==> config.mk <==
export PLATFORM = sky130hd
export DESIGN_NAME = sync_down_counter
export DESIGN_NICKNAME = d
export VERILOG_FILES = /design/src/rtl/sync_down_counter.sv
export SDC_FILE = /design/constraint.sdc
export NUM_CORES = 1
export LEC_CHECK = 0
export CAP_MARGIN = 10
export CORE_AREA = 2 2 39 41
export DETAILED_ROUTE_END_ITERATION = 16
export DIE_AREA = 0 0 41 43
export GPL_TIMING_DRIVEN = 0
export PLACE_DENSITY = 0.73
export SLEW_MARGIN = 10
export SYNTH_ARGS = -nofsm -noshare
export SYNTH_HDL_FRONTEND = slang
export SYNTH_SLANG_ARGS = --single-unit
==> constraint.sdc <==
create_clock -name CLK -period 4.3 [get_ports CLK]
set_input_delay 1.075 -clock CLK [delete_from_list [all_inputs] [get_ports CLK]]
set_output_delay 1.075 -clock CLK [all_outputs]
set_load 0.05 [all_outputs]
==> src/rtl/sync_down_counter.sv <==
// Synchronous loadable down counter with terminal-count pulse and optional auto-reload.
// Define WRAP_CNT_EN to add the saturating WRAPS auto-reload event counter output.
module sync_down_counter #(
    parameter int unsigned WIDTH = 3
) (
    input  logic             CLK,
    input  logic             RST,
    input  logic             LOAD,
    input  logic [WIDTH-1:0] LOAD_VAL,
    input  logic             EN,
    input  logic             AUTO_RELOAD,
    output logic [WIDTH-1:0] Q,
    output logic             TC,
    output logic             BUSY,
    output logic             DONE
`ifdef WRAP_CNT_EN
    ,
    output logic [7:0]       WRAPS
`endif
);

    typedef enum logic [1:0] {StIdle, StRun, StDone} state_e;

    localparam logic [WIDTH-1:0] One = WIDTH'(1);

    state_e           state_q, state_d;
    logic [WIDTH-1:0] count_q, count_d;
    logic [WIDTH-1:0] reload_q, reload_d;
    logic             tc_q, tc_d;

    always_comb begin
        state_d  = state_q;
        count_d  = count_q;
        reload_d = reload_q;
        tc_d     = 1'b0;
        if (LOAD) begin
            count_d  = LOAD_VAL;
            reload_d = LOAD_VAL;
            state_d  = (LOAD_VAL != '0) ? StRun : StDone;
        end else begin
            unique case (state_q)
                StIdle: begin
                    if (EN) begin
                        count_d = count_q - One;
                        tc_d    = (count_q == One);
                        state_d = StRun;
                    end
                end
                StRun: begin
                    if (EN) begin
                        if (count_q > One) begin
                            count_d = count_q - One;
                        end else if (count_q == One) begin
                            count_d = '0;
                            tc_d    = 1'b1;
                        end else if (AUTO_RELOAD) begin
                            count_d = reload_q;
                        end else begin
                            state_d = StDone;
                        end
                    end
                end
                StDone: begin
                end
                default: state_d = StIdle;
            endcase
        end
    end

    always_ff @(posedge CLK) begin
        if (RST) begin
            state_q  <= StIdle;
            count_q  <= '1;
            reload_q <= '1;
            tc_q     <= 1'b0;
        end else begin
            state_q  <= state_d;
            count_q  <= count_d;
            reload_q <= reload_d;
            tc_q     <= tc_d;
        end
    end

`ifdef WRAP_CNT_EN
    logic [7:0] wraps_q, wraps_d;
    logic       wrap_evt;

    always_comb begin
        wrap_evt = !LOAD && (state_q == StRun) && EN && (count_q == '0) && AUTO_RELOAD;
        wraps_d  = wraps_q;
        if (LOAD) begin
            wraps_d = '0;
        end else if (wrap_evt && (wraps_q != 8'hFF)) begin
            wraps_d = wraps_q + 8'd1;
        end
    end

    always_ff @(posedge CLK) begin
        if (RST) begin
            wraps_q <= '0;
        end else begin
            wraps_q <= wraps_d;
        end
    end

    assign WRAPS = wraps_q;
`endif

    assign Q    = count_q;
    assign TC   = tc_q;
    assign BUSY = (state_q == StRun);
    assign DONE = (state_q == StDone);

endmodule

# Yosys cells after proc, flatten, opt, wreduce, memory -nomap -nowiden
# Index checks and enable logic that the tools add are counted.
# word_totals
word_cells	42
regBits	9
in_bits	8
output_inout_bits	6
# op_classes
mux	20
n_eq_ne	10
addsub	1
reduce_logical	6
order_cmp	1
# ops
cell	count
$mux W3	6
$ne A3 B3 Y1 const B	5
$mux W2	7
$pmux W2 S3	1
$pmux W3 S2	1
$reduce_and A6 Y1	1
$reduce_bool A3 Y1	2
$ne A5 B3 Y1 const B	1
$mux W1	4
$reduce_and A4 Y1	1
$eq A3 B1 Y1 const B	1
$gt A3 B1 Y1 const B	1
$sub A3 B1 Y3 const B	1
$eq A2 B1 Y1 const B	1
$eq A2 B2 Y1 const B	1
$logic_not A2 Y1	1
$ne A2 B2 Y1 const B	1
$pmux W1 S2	1
$reduce_or A2 Y1	1

# Depth between registers and ports, before layout
# Gate-level depths: netlist of the first run.
# logic_depth
ltp_word	6
mapped_depth	6
depth_no_buf	6

# Least setup slack after synthesis of the first run
# Ideal clock, no wire load.
# synth_timing
path_type	register -> output
startpoint	register state_q[1]
endpoint	output port DONE
arrival_ps	1090
required_time_ps	3225
path_slack_ps	2135
path_stages_with_launch	2
n_path_buf	0
cell_sequence	dfxtp_1 -> nor2b_1
# synth_via
elab_chain_len	1
# synth_rtl
element	line_no	text
start, declared	26	state_e state_q, state_d;
start signal, assigned	72	state_q <= StIdle;
start signal, assigned	77	state_q <= state_d;
$eq A2 B2 Y1	112	assign DONE = (state_q == StDone);
end, declared	15	output logic DONE
# No other way between the ends.

# Final worst setup path of the first run
# layout_timing
startpoint	register state_q[1]
endpoint	output port BUSY
# layout_via
elab_chain_len	1
# layout_rtl
element	line_no	text
$eq A2 B1 Y1	111	assign BUSY = (state_q == StRun);
end, declared	14	output logic BUSY,
# No other way between the ends.

==> impl_metrics.ini, run 1 <==
[run_status]
outcome = complete, no violations

[clock_tree]
cts_max_path_buffers = 2
clkSlewWorstSetupHoldPaths_ns = 0.06
clkSinkCount = 9
tritoncts = done
numCtsBuffers = 3
htreeDepth = 1
root_buffer = clkbuf_4
cts_hold_buf = 0
cts_setup_buffers = 0
clock_latency_ns = 0.26
cts_resized = 0

[floorplanning]
die_y_um = 43
num_rows = 14
fp.dieW_um = 41
coreArea_um2 = 1384
ios = 14
start_util_pct = 43.31
dieArea_um2 = 1763

[global_route]
grt_usage_pct = 16.70
grt_overflow = 0
grt_pass1_vias = 453
grt_max_degree = 11
antenna_found_initial = 0
grt_pass1_wl_mm = 1.959

[drt]
wl_mm = 1.217
drc = 0
wire_per_inst_um = 12.55
final_antenna_net_count = 0
drt_iter0_markers = 9
first_pass_iters = 3
vias = 522
via_per_inst = 5.381

[timing]
hold-worst-slack_ns = 0.4685
worstMarginPinSlew_ns = 0.4932
skew_ns = 0.002892
finalHoldViolations = 0
setup_tns_ns = 0
maxSlewViolCount = 0
relSlewSlack_pct = 67.02
setup_viol_count_final = 0
setup_ws_ns = 1.539
timing.final.crit_share_pct = 64.20
fin_crit_ns = 2.761
timing.fmax_mhz = 362.2
rsz0062_at_grt = no

[yosys]
avgSynthCellArea_um2 = 9.081
syn-num-nets = 76
ys_seq_area_share_pct = 30.06
synth-seq-cells = 9
synthCells = 66
yosysWarnings = 0
async_reset_ff_share_pct = 0
ys_types = 30
synthFlopType = dfxtp_1
syn_area_um2 = 599.3
synth_edf_count = 0

[setup_path]
start_kind = flip-flop
worstPathArrival_ns = 1.69
required_ns = 3.22
cp-end-kind = primary output
reg2reg_from = Q[1]
rr_worst_depth = 6
cp_max_fo = 6
worstSetupPathType = flip-flop to primary output
r2r_slack_ns = 2.56
r2r-end = Q[1]

[worst_hold_path]
holdPathEnd = reload_q[2]
hp-start = reload_q[2]
hold-path-cell-count = 1
min_path_type = flip-flop to flip-flop

[power_and_ir_drop]
power.total_mw = 0.2323
ir_drop_mv = 0.1897
p_leak_nw = 0.3327
cellPowerDensity_nw_per_um2 = 307.3

[placed_design]
portBuffers = 11
dp_cells = 93
pre_cts_ws_ns = 1.731
place_congestion = 0.7309
placed_area_um2 = 729.5
hpwl_um = 919.3

[layout]
syn2layout_area_growth_pct = 26.10
diodes = 0
drive_above_1_share_pct = 18.52
final_area_um2 = 755.7
fin_nets = 92
final_util_pct = 54.61
final_cells = 97

[job]
cap_violations = 0
-- worst max path at each step --
stage                     start   end  slack (ns)  cells after the start
CTS                  state_q[0]  BUSY        1.51                      2
floorplan            state_q[1]  DONE        2.14                      1
global placement    AUTO_RELOAD  Q[1]        1.75                      5
detailed placement  AUTO_RELOAD  Q[1]        1.73                      5
finish               state_q[1]  BUSY        1.54                      2
global route         state_q[0]  BUSY        1.46                      2
-- critical path: stages (launching register included) --
cell and delay, ns:
dfxtp_1 0.35, and2b_4 0.28, clkdlybuf4s50_1 0.79
-- metal layers --
| layer | wire, µm | vias to the layer above | global-route usage [%] | share of wire, % |
|---|---|---|---|---|
| met4 | 14 | 0 | 10.00 | 1.2 |
| li1 | - | 267 | - | - |
| met5 | 0 | - | 0 | 0 |
| met3 | 56 | 2 | 4.712 | 4.6 |
| met1 | 573 | 241 | 22.33 | 47 |
| met2 | 573 | 12 | 22.81 | 47 |
-- logic make-up after synthesis --
group                      synth area share, %
AOI/OAI and AO/OA                        25.68
xor gates and xnor gates                 1.462
adders and majority gates                4.175
buffers and inverters                    8.558
DFF                                      30.06
muxes                                    5.011
and+or+nand+nor                          25.05
-- report_power, final --
group,switching [mW],internal (mW)
clock,0.0289,0.0357
sequential,0.00809,0.0898
combinational,0.0384,0.0313
-- synthesized netlist by cell type, types with 2 or more instances --
master / instances / share of area (%)
nand3_1: 3 / 2.5
a211o_1: 3 / 4.4
nand2_1: 3 / 1.9
nor2b_1: 5 / 5.2
inv_1: 5 / 3.1
a21oi_1: 7 / 5.8
mux2i_1: 3 / 5.0
nor2_1: 3 / 1.9
nand2b_1: 2 / 2.1
ha_1: 2 / 4.2
dfxtp_1: 9 / 30
a221o_1: 3 / 5.0
-- layout by cell type (no fill, tap or decap), types with 2 or more instances in the layout --
cell,instances
inv_1,5
a221o_1,3
nor2_1,3
nor2b_1,5
nand2_1,3
a211o_1,3
clkdlybuf4s50_1,11
clkbuf_1,2
mux2i_1,3
nand2b_1,2
a21oi_1,7
ha_1,2
clkbuf_4,3
nand3_1,3
dfxtp_1,9
-- flip-flops by register name (all words and copies together), names as in the netlist --
signal,count
Q,3
reload_q,3
TC,1
state_q,2
-- area by class of cell --
cell class | instances | area, µm²
clock buffer | 4 | 26.28
tap | 16 | 20.02
timing repair buffer | 11 | 110.1
inverter | 6 | 22.52
multi-input combinational | 48 | 367.9
sequential | 9 | 180.2
fill | 142 | 628.1
buffer | 3 | 28.78
Power figures use the tool's default switching activity.
==> inputs of run 2 (changes only) <==
==> constraint.sdc (replaced) <==
create_clock -name CLK -period 2.8 [get_ports CLK]
set_input_delay 0.7 -clock CLK [delete_from_list [all_inputs] [get_ports CLK]]
set_output_delay 0.7 -clock CLK [all_outputs]
set_load 0.05 [all_outputs]
==> results of run 2 <==
Same layout as run 1 (identical final DEF). Status: complete, no violations.
Main changes from that run: setup slack after placement 1.731 ns -> 0.6055 ns; setup slack after layout 1.539 ns -> 0.4143 ns; register-to-register setup slack 2.56 ns -> 1.06 ns; total power 0.2323 mW -> 0.3567 mW; worst IR drop on VDD 0.1897 mV -> 0.2914 mV
==> inputs of run 3 (changes only) <==
--- a/config.mk
+++ b/config.mk
@@ -5,8 +5,10 @@
 export SDC_FILE = /design/constraint.sdc
 export NUM_CORES = 1
 export LEC_CHECK = 0
+export ABC_CLOCK_PERIOD_IN_PS = 2800
 export CAP_MARGIN = 10
 export CORE_AREA = 2 2 39 41
+export CTS_CLUSTER_DIAMETER = 30
 export DETAILED_ROUTE_END_ITERATION = 16
 export DIE_AREA = 0 0 41 43
 export GPL_TIMING_DRIVEN = 0
==> constraint.sdc (replaced) <==
create_clock -name CLK -period 2.8 [get_ports CLK]
set_input_delay 0.28 -clock CLK [delete_from_list [all_inputs] [get_ports CLK]]
set_output_delay 0.28 -clock CLK [all_outputs]
set_load 0.05 [all_outputs]
==> results of run 3 <==
Same layout as run 1 (identical final DEF). Status: complete, no violations.
Main changes from that run: setup slack after placement 1.731 ns -> 1.026 ns; setup slack after layout 1.539 ns -> 0.8343 ns; hold slack 0.4685 ns -> 0.2431 ns; register-to-register setup slack 2.56 ns -> 1.06 ns; end point of the worst hold path reload_q[2] -> state_q[1]; total power 0.2323 mW -> 0.3567 mW; worst IR drop on VDD 0.1897 mV -> 0.2914 mV
